## src/rtl/sync_mod_counter_pkg.sv

```systemverilog
// Shared definitions for the synchronous modulo-N counter.
//   DIR_UP / DIR_DN : encodings of the up_dn direction input.
//   clamp_load      : maps an out-of-range load value onto MODULUS-1.
package counter_pkg;

    localparam logic DIR_UP = 1'b1;
    localparam logic DIR_DN = 1'b0;

    function automatic int unsigned clamp_load(input int unsigned val,
                                               input int unsigned modulus);
        return (val < modulus) ? val : (modulus - 1);
    endfunction

endpackage

```

## src/rtl/sync_mod_counter_if.sv

```systemverilog
// Control/status bundle of sync_mod_counter.
//   en, up_dn, load, load_val : controls, driven by the master.
//   q, tc, wrap               : count and status, driven by the counter (slave).
interface sync_mod_counter_if #(
    parameter int unsigned WIDTH = 4
);

    logic             en;
    logic             up_dn;
    logic             load;
    logic [WIDTH-1:0] load_val;
    logic [WIDTH-1:0] q;
    logic             tc;
    logic             wrap;

    modport master (
        output en, up_dn, load, load_val,
        input  q, tc, wrap
    );

    modport slave (
        input  en, up_dn, load, load_val,
        output q, tc, wrap
    );

endinterface

```

## src/rtl/sync_dff_reg.sv

```systemverilog
// Rising-edge register with synchronous active-high reset and a load enable.
//   clk   : clock
//   reset : synchronous reset to RESET_VAL; it takes priority over en
//   en    : when high, d is captured; otherwise the register holds
//   d     : next value
//   q     : registered value
module sync_dff_reg #(
    parameter int unsigned      WIDTH     = 1,
    parameter logic [WIDTH-1:0] RESET_VAL = '0
) (
    input  logic             clk,
    input  logic             reset,
    input  logic             en,
    input  logic [WIDTH-1:0] d,
    output logic [WIDTH-1:0] q
);

    logic [WIDTH-1:0] state_q, state_d;

    always_comb begin
        state_d = state_q;
        if (en) begin
            state_d = d;
        end
    end

    always_ff @(posedge clk) begin
        if (reset) begin
            state_q <= RESET_VAL;
        end else begin
            state_q <= state_d;
        end
    end

    assign q = state_q;

endmodule

```

## src/rtl/sync_mod_counter.sv

```systemverilog
// Synchronous modulo-MODULUS up/down counter with parallel load.
//   clk   : clock; all state changes on its rising edge
//   reset : synchronous active-high reset (q = RESET_VAL, wrap = 0)
//   bus   : slave side of sync_mod_counter_if
//     en, up_dn, load, load_val : count enable, direction (1 = up), load, load value
//     q    : registered count
//     tc   : combinational terminal count, meant to drive en of a cascaded stage
//     wrap : registered one-cycle pulse in the cycle after a wrap-around
// Priority on each edge: reset > load > en.
// Optional build macro SYNC_MOD_COUNTER_SATURATE_EN: hold at the limits instead of
// wrapping; wrap is then always 0 while tc still flags the limit.
module sync_mod_counter
    import counter_pkg::*;
#(
    parameter int unsigned WIDTH     = 4,
    parameter int unsigned MODULUS   = 16,
    parameter int unsigned RESET_VAL = 0
) (
    input  logic              clk,
    input  logic              reset,
    sync_mod_counter_if.slave bus
);

    // One extra bit so that MODULUS = 2**WIDTH is representable.
    localparam logic [WIDTH:0] ModExt = (WIDTH + 1)'(MODULUS);
    localparam logic [WIDTH:0] OneExt = (WIDTH + 1)'(1);
    localparam logic [WIDTH:0] MaxExt = ModExt - OneExt;

    logic [WIDTH-1:0] q_q, q_d;
    logic             wrap_q, wrap_d;
    logic [WIDTH:0]   q_ext;
    logic [WIDTH:0]   nxt_ext;
    logic             q_en;

    assign q_ext = {1'b0, q_q};
    assign q_en  = bus.load | bus.en;

    always_comb begin
        nxt_ext = q_ext;
        wrap_d  = 1'b0;
        if (bus.load) begin
            nxt_ext = (WIDTH + 1)'(clamp_load(32'(bus.load_val), MODULUS));
        end else if (bus.en) begin
            if (q_ext >= ModExt) begin
                // Unreachable by construction; recover to a legal count.
                nxt_ext = '0;
            end else if (bus.up_dn == DIR_UP) begin
                if (q_ext == MaxExt) begin
`ifdef SYNC_MOD_COUNTER_SATURATE_EN
                    nxt_ext = MaxExt;
`else
                    nxt_ext = '0;
                    wrap_d  = 1'b1;
`endif
                end else begin
                    nxt_ext = q_ext + OneExt;
                end
            end else begin
                if (q_ext == '0) begin
`ifdef SYNC_MOD_COUNTER_SATURATE_EN
                    nxt_ext = '0;
`else
                    nxt_ext = MaxExt;
                    wrap_d  = 1'b1;
`endif
                end else begin
                    nxt_ext = q_ext - OneExt;
                end
            end
        end
        q_d = nxt_ext[WIDTH-1:0];
    end

    sync_dff_reg #(
        .WIDTH     (WIDTH),
        .RESET_VAL (WIDTH'(RESET_VAL))
    ) u_q_reg (
        .clk   (clk),
        .reset (reset),
        .en    (q_en),
        .d     (q_d),
        .q     (q_q)
    );

    // Always enabled so the pulse self-clears after one cycle.
    sync_dff_reg #(
        .WIDTH     (1),
        .RESET_VAL (1'b0)
    ) u_wrap_reg (
        .clk   (clk),
        .reset (reset),
        .en    (1'b1),
        .d     (wrap_d),
        .q     (wrap_q)
    );

    assign bus.q    = q_q;
    assign bus.wrap = wrap_q;
    assign bus.tc   = bus.en & ~bus.load & ~reset &
                      ((bus.up_dn == DIR_DN) ? (q_ext == '0) : (q_ext == MaxExt));

endmodule
```

## src/flat_wrapper.sv

```systemverilog
// flat-port wrapper written by rule: the top's interface ports become plain ports
module sync_mod_counter_flat import counter_pkg::*;
#(
    parameter int unsigned WIDTH     = 4,
    parameter int unsigned MODULUS   = 16,
    parameter int unsigned RESET_VAL = 0
)
  (clk, reset, bus_en, bus_up_dn, bus_load, bus_load_val, bus_q, bus_tc, bus_wrap);
  sync_mod_counter_if #(.WIDTH(WIDTH)) bus_i ();
  input  logic clk;
  input  logic reset;
  input wire logic [$bits(bus_i.en)-1:0] bus_en;
  input wire logic [$bits(bus_i.up_dn)-1:0] bus_up_dn;
  input wire logic [$bits(bus_i.load)-1:0] bus_load;
  input wire logic [$bits(bus_i.load_val)-1:0] bus_load_val;
  output wire logic [$bits(bus_i.q)-1:0] bus_q;
  output wire logic [$bits(bus_i.tc)-1:0] bus_tc;
  output wire logic [$bits(bus_i.wrap)-1:0] bus_wrap;
  assign bus_i.en = bus_en;
  assign bus_i.up_dn = bus_up_dn;
  assign bus_i.load = bus_load;
  assign bus_i.load_val = bus_load_val;
  assign bus_q = bus_i.q;
  assign bus_tc = bus_i.tc;
  assign bus_wrap = bus_i.wrap;
  sync_mod_counter #(.WIDTH(WIDTH), .MODULUS(MODULUS), .RESET_VAL(RESET_VAL)) u_core (.clk(clk), .reset(reset), .bus(bus_i));
endmodule
```

## config.mk

```make
export PLATFORM = sky130hd
export DESIGN_NAME = sync_mod_counter_flat
export DESIGN_NICKNAME = d
export VERILOG_FILES = /design/src/rtl/sync_mod_counter_pkg.sv /design/src/rtl/sync_mod_counter_if.sv /design/src/rtl/sync_dff_reg.sv /design/src/rtl/sync_mod_counter.sv /design/src/flat_wrapper.sv
export SDC_FILE = /design/constraint.sdc
export NUM_CORES = 1
export LEC_CHECK = 0
export CAP_MARGIN = 0
export CORE_AREA = 2 2 39 41
export CTS_BUF_LIST = sky130_fd_sc_hd__clkbuf_8
export CTS_CLUSTER_DIAMETER = 100
export DETAILED_ROUTE_END_ITERATION = 16
export DIE_AREA = 0 0 41 43
export PLACE_DENSITY = 0.66
export RECOVER_POWER = 100
export SYNTH_ARGS = -nofsm -noshare
export SYNTH_HDL_FRONTEND = slang
export SYNTH_HIERARCHICAL = 1
export SYNTH_SLANG_ARGS = --single-unit
```

## constraint.sdc

```tcl
create_clock -name clk -period 3.6 [get_ports clk]
set_clock_uncertainty 0.05 [all_clocks]
set_input_delay 0.72 -clock clk [delete_from_list [all_inputs] [get_ports clk]]
set_output_delay 0.72 -clock clk [all_outputs]
set_load 0.02 [all_outputs]
```

# == After elaboration in Yosys (flattened, before gate mapping) ==
# Index checks and enable logic that the tools add are counted.
# totals
input_bits,9
word_cells,27
out_inout_bits,6
regBits,5
# classes
n_eq_ne,1
mux,10
n_reduce_logical,4
order_cmp,1
bitwise_logic,7
addsub,2
# op_table
cell,n
two-way mux 4 bit,6
"greater-or-equal comparator 4 x 5 -> 1 bit, second input constant",1
zero test 5 bit,1
"adder 4 x 1 -> 4 bit, second input constant",1
"equality test 4 bit, second input constant",1
two-way mux 1 bit,4
OR reduction 4 bit,1
"subtractor 4 x 1 -> 4 bit, second input constant",1
AND 1 bit,3
NOT 1 bit,3
AND reduction 2 bit,1
nonzero test 2 bit,1
OR 1 bit,1

# == Depth between registers and ports, before layout ==
# Gate-level depths: netlist (run 1).
# depth
ltp_word,6
mapped_depth,9
depth_no_buf,8

# == Hierarchy ==
# Netlist (run 1), hierarchy kept.
# by_module_without_submodules
module,cells_each,seq_area_each_um2,instances,area_per_inst_um2
sync_mod_counter,43,0.0,1,274.0
sync_dff_reg at u_core.u_q_reg,13,80.1,1,140.1
sync_dff_reg at u_core.u_wrap_reg,3,20.0,1,33.8

# == Worst setup path before layout (run 1) ==
# Ideal clock, no wire load.
# synth_timing
path_kind,input port to output port
from,input bus_up_dn
to,output bus_tc
path_slack_ns,1.100
t_required_ns,2.830
n_path_buf,1
stages,5
arrival_time_ns,1.730
cell_sequence,buf_2 -> or3b_1 -> o21ai_1 -> nor3b_2 -> and2b_1
# synth_between
elab_chain_len,2
# synth_rtl
element,line,text
from (decl),flat_wrapper.sv:13,input wire logic [$bits(bus_i.up_dn)-1:0] bus_up_dn;
two-way mux 1 bit,sync_mod_counter.sv:100,((bus.up_dn == DIR_DN) ? (q_ext == '0) : (q_ext == MaxExt));
AND 1 bit,sync_mod_counter.sv:99,assign bus.tc = bus.en & ~bus.load & ~reset &
to (decl),flat_wrapper.sv:17,output wire logic [$bits(bus_i.tc)-1:0] bus_tc;
# No other way between the ends.

# == Final worst setup path (run 1) ==
# Ends and elaborated chain as after synthesis.

==> results of run 1 <==
cell type report:
type                            instances  area (sq um)  area share
Clock buffer                            3          41.3      0.0650
Clock inverter                          1          3.75     0.00591
Inverter                                4          15.0      0.0236
Multi-Input combinational cell         45           304       0.478
Sequential cell                         5           100       0.157
Tap cell                               16          20.0      0.0315
Timing Repair Buffer                   16           151       0.238
Yosys cell counts, drive strengths merged, types with 2 or more instances:
cell,instances,area share
dfxtp,5,0.22
o21ai,4,0.045
a21oi,4,0.045
clkbuf,3,0.028
mux2i,6,0.13
nor2,9,0.075
a31o,2,0.039
inv,4,0.034
ha,2,0.056
nand2,4,0.034
buf,2,0.036
power by group:
group          switching, W  leakage, nW  internal (W)
logic             0.0000269        0.224     0.0000321
clock network     0.0000281       0.0269     0.0000732
registers        0.00000952       0.0411     0.0000596
per-stage QoR:
stage          total power [W]  hold slack (ns)  instance area [sq um]
2_1_floorplan         0.000108            0.551                    448
3_3_place_gp          0.000131            0.581                    594
3_5_place_dp          0.000131            0.578                    594
4_1_cts               0.000234            0.587                    639
5_1_grt               0.000242            0.641                    636
6_report              0.000229            0.589                    636
cells by family (layout without fill, tap and decap cells):
group	after synthesis	count (layout)	synth area share
multiplexers	6	6	0.134
XOR/XNOR	2	2	0.0391
AO/OA/AOI/OAI	15	15	0.221
adder cells (fa/ha/maj)	2	2	0.0559
AND/OR/NAND/NOR	19	19	0.221
buffers and inverters	9	24	0.0977
other	1	1	0.00837
flip-flops	5	5	0.223
flip-flops by register name (all words and copies together), names as in the netlist:
register             flops
u_core/u_wrap_reg/q      1
u_core/u_q_reg/q         4
layer usage:
layer  global-route usage  wire (microns)  up-vias
met3               0.0524              41        0
met5                    0               0        -
li1                     -               -      234
met2                0.225             527        8
met4               0.0400               0        0
met1                0.194             467      193
worst paths after layout:
check / startpoint / end / slack (ns) / depth (start not counted)
worst max register to register: u_core/u_q_reg/q[0]$_SDFFE_PP0P_ / u_core/u_q_reg/q[3]$_SDFFE_PP0P_ / 1.76 / 8
worst min register to register: u_core/u_q_reg/q[3]$_SDFFE_PP0P_ / u_core/u_q_reg/q[3]$_SDFFE_PP0P_ / 0.59 / 2
worst max-delay path: bus_up_dn / bus_tc / 0.25 / 7
worst min-delay path: u_core/u_q_reg/q[3]$_SDFFE_PP0P_ / u_core/u_q_reg/q[3]$_SDFFE_PP0P_ / 0.59 / 2
worst max-delay path: stages:
cell and delay, ns:
clkdlybuf4s50_1 0.47, clkbuf_1 0.26, nand4_1 0.13, o21ai_1 0.08, nor3b_2 0.19, and2b_1 0.14, clkdlybuf4s50_1 0.59
==> summary.txt, run 1 <==
Status
  – Run status: finished, final reports clean

STA
  – Final worst-path setup slack: 0.247 ns
  – RSZ-0062 raised after global routing: false
  – Tcrit/Tclk final: 0.931
  – Setup TNS: 0 ns
  – Final min period: 3.35 ns
  – Fin. max-slew vios: 0
  – Final hold violations: 0
  – Max Fclk: 298 MHz
  – Setup Viol. Count Final: 0

Critical path
  – Worst EP required: 2.83 ns
  – Critical path class: in -> out
  – Critical Path Sink Type: output pin
  – Critical Path AT: 2.58 ns
  – Startpoint class of the critical path: input pin
  – Worst-path fanout max: 6

Clock tree
  – Clock sink total: 5
  – Worst-path clk slew: 0.03 ns
  – Post-CTS resize count: 0
  – Bufs on Longest Clock Path: 2
  – Worst skew pair latency: 0.22 ns
  – Root buffer cell: clkbuf_8
  – H-tree levels: 1
  – Cts bufs inserted: 3
  – Hold buffers post-CTS: 0
  – CTS tree: yes
  – Postcts setup bufs: 0

Synthesis
  – Post-Syn Area: 448 sq um
  – Post-Syn Instances: 59
  – Syn_area_per_cell: 7.59 sq um
  – Yosys cell types: 29
  – Seq/Total Area, Yosys: 0.223
  – Post-synth EDFFs: 0
  – Syn_nets: 70
  – Ys Warns: 6
  – Synthesized flop and latch total: 5
  – Asr flop ratio synth: 0
  – Post-synth top flop: dfxtp_1

Layout
  – Share of cells above drive strength 1: 0.0946
  – Number of fill cells: 137
  – Core Util, Final: 0.459
  – Final Net Count: 86
  – Post-Layout Cell Count: 90
  – Area growth syn-to-layout: 41.9%
  – Inserted Diodes: 0
  – Most frequent cells in the layout: clkdlybuf4s50_1, nor2_1, mux2i_1

Detailed routing
  – Vias per cell: 4.83
  – Antenna viol nets, final: 0
  – 1st-pass router iterations: 3
  – Detailed-route via count: 435
  – Post-Route WL: 1040 microns
  – DR DRC count: 0
  – Wirelength per Cell: 11.5 microns
  – Iter 0 DRT Violations: 4

Global route
  – Vias in the first global route: 423
  – Largest net degree at the start of global routing: 12
  – Initial antenna violation count: 0
  – Global-route wire length before repair: 1820 microns
  – GRT Overall Usage: 0.149
  – Grt ovf: 0

Power and ir drop
  – Pwr dens: 361 nW/um^2
  – Peak supply drop: 0.324 mV
  – Leakage: 0.292 nW

Floorplanning
  – Num rows: 14
  – Die X-Extent: 41 microns
  – Die area: 1760 sq um
  – Starting Density: 0.324
  – I/O pin cnt: 15
  – Core Region: 1380 sq um
  – DIE HEIGHT: 43 microns

Placement
  – Pre-CTS setup slack: 0.278 ns
  – RePlAce Congestion: 0.705
  – PortBufs: 14
  – Post-Place Cells: 86
  – Final HPWL DP: 754 microns

Job
  – Max-cap violations: 0

Hold path
  – Hold Crit Class: reg -> reg
(Power assumes the default switching activity.)
==> inputs of run 2 (changes only) <==
Settings changed: CTS_CLUSTER_DIAMETER 100 to 80, REMOVE_ABC_BUFFERS set to 1.
==> summary.txt, run 2 (synthesized netlist as in run 1, its figures left out) <==
Status
  – Run status: finished, final reports clean

Power and ir drop
  – Peak supply drop: 0.199 mV (-39%)
  – Leakage: 0.292 nW (unchanged)
  – Pwr dens: 358 nW/um^2 (-0.86%)

Layout
  – Post-Layout Cell Count: 90 (unchanged)
  – Area growth syn-to-layout: 41.9% (unchanged)
  – Inserted Diodes: 0 (unchanged)
  – Most frequent cells in the layout: clkdlybuf4s50_1, nor2_1, mux2i_1
  – Max reg flops: 4 (unchanged)
  – Share of cells above drive strength 1: 0.0946 (unchanged)
  – Final Net Count: 86 (unchanged)

Floorplanning
  – Core Region: 1380 sq um (unchanged)
  – Die area: 1760 sq um (unchanged)
  – Die X-Extent: 41 microns (unchanged)
  – DIE HEIGHT: 43 microns (unchanged)
  – Num rows: 14 (unchanged)
  – I/O pin cnt: 15 (unchanged)
  – Starting Density: 0.324 (unchanged)

Hold path
  – Hold Crit Class: reg -> reg

Clock tree
  – Post-CTS resize count: 0 (unchanged)
  – Clock sink total: 5 (unchanged)
  – Worst-path clk slew: 0.04 ns (about the same)
  – Root buffer cell: clkbuf_8
  – Bufs on Longest Clock Path: 2 (unchanged)
  – Cts bufs inserted: 3 (unchanged)
  – Postcts setup bufs: 0 (unchanged)
  – H-tree levels: 1 (unchanged)
  – CTS tree: yes
  – Worst skew pair latency: 0.22 ns (about the same)
  – Hold buffers post-CTS: 0 (unchanged)

Critical path
  – Critical path class: in -> out
  – Critical Path Sink Type: output pin
  – Critical Path AT: 2.61 ns (+0.03 ns)
  – Startpoint class of the critical path: input pin
  – Worst EP required: 2.83 ns (about the same)
  – Worst-path fanout max: 6 (unchanged)

Global route
  – Initial antenna violation count: 0 (unchanged)
  – Met2 GRT Util: 0.194 (-0.0313)
  – Grt ovf: 0 (unchanged)
  – Global-route wire length before repair: 1460 microns (-20%)
  – GRT Overall Usage: 0.123 (-0.0260)
  – GRT Max-Usage Layer: met2
  – Met1 GRT Util: 0.136 (-0.0576)
  – Largest net degree at the start of global routing: 12 (unchanged)
  – Vias in the first global route: 375 (-11%)
  – Met3 Use GR: 0.0157 (-0.0366)

Placement
  – Post-Place Cells: 86 (unchanged)
  – Final HPWL DP: 751 microns (-0.46%)
  – PortBufs: 14 (unchanged)
  – RePlAce Congestion: 0.724 (+2.7%)

Detailed routing
  – DR DRC count: 0 (unchanged)
  – Detailed-route via count: 433 (-0.46%)
  – Antenna viol nets, final: 0 (unchanged)
  – Post-Route WL: 937 microns (-9.6%)
  – Iter 0 DRT Violations: 5 (+1)
  – 1st-pass router iterations: 3 (unchanged)
  – Wirelength per Cell: 10.4 microns (-9.6%)
  – Vias per cell: 4.81 (-0.46%)

STA
  – Setup Viol. Count Final: 0 (unchanged)
  – Tcrit/Tclk final: 0.939 (+0.00731)
  – Setup TNS: 0 ns (unchanged)
  – RSZ-0062 raised after global routing: false
  – Fin. max-slew vios: 0 (unchanged)
  – Max Fclk: 296 MHz (-0.78%)
  – Final min period: 3.38 ns (+0.0263 ns)
  – Final hold violations: 0 (unchanged)

Job
  – Max-cap violations: 0 (unchanged)
## run 2: cell counts in the layout (fill, tap and decap cells not counted)
No cell type changed its count.
## run 2: stage by stage
stage / total power, W / setup slack (ns) / util / hold WS [ns] / cell area (sq um)
after floorplan: 0.000103 / 1.25 / - / 0.612 / 419
after global placement: 0.000129 / 0.292 / 0.429 / 0.578 / 594
after detailed placement: 0.000130 / 0.268 / 0.429 / 0.586 / 594
after CTS: 0.000234 / 0.259 / 0.462 / 0.593 / 639
after global routing: 0.000242 / 0.104 / 0.459 / 0.610 / 636
final: 0.000227 / 0.221 / 0.459 / 0.593 / 636
## run 2: per-layer routing
metal | wire length [microns] | vias to the layer above
li1 | - | 233
met1 | 402 | 193
met2 | 508 | 7
met3 | 27 | 0
met4 | 0 | 0
met5 | 0 | -
## run 2: final cells by class
type | instances | area (sq um)
clock buffer | 3 | 41.3
clock inverter | 1 | 3.75
fill | 162 | 748
inverter | 4 | 15.0
multi-input combinational | 45 | 304
sequential | 5 | 100
tap | 16 | 20.0
timing repair buffer | 16 | 151
## run 2: where the power goes
part	internal (W)	leakage [nW]	switching, W	total, W
clock network	0.0000731	0.0269	0.0000275	0.000101
logic	0.0000321	0.224	0.0000260	0.0000582
registers	0.0000596	0.0411	0.00000908	0.0000687
total	0.000165	0.292	0.0000626	0.000227
## run 2: final timing paths
check	startpoint	to	slack [ns]	depth (start not counted)
max reg2reg	u_core/u_q_reg/q[0]$_SDFFE_PP0P_	u_core/u_q_reg/q[3]$_SDFFE_PP0P_	1.76	8
min	u_core/u_q_reg/q[1]$_SDFFE_PP0P_	u_core/u_q_reg/q[1]$_SDFFE_PP0P_	0.59	2
min reg2reg	u_core/u_q_reg/q[1]$_SDFFE_PP0P_	u_core/u_q_reg/q[1]$_SDFFE_PP0P_	0.59	2
max	bus_up_dn	bus_tc	0.22	7
## run 2: worst max-delay path, cell delays in order
cell	delay [ns]
clkdlybuf4s50_1	0.47
clkbuf_1	0.26
nand4_1	0.13
o21ai_1	0.08
nor3b_2	0.20
and2b_1	0.15
clkdlybuf4s50_1	0.59
==> inputs of run 3 (changes only) <==
Settings changed: SKIP_LAST_GASP set to 1.
==> results of run 3 <==
No change in the layout: final DEF, timing and power equal those of run 2.
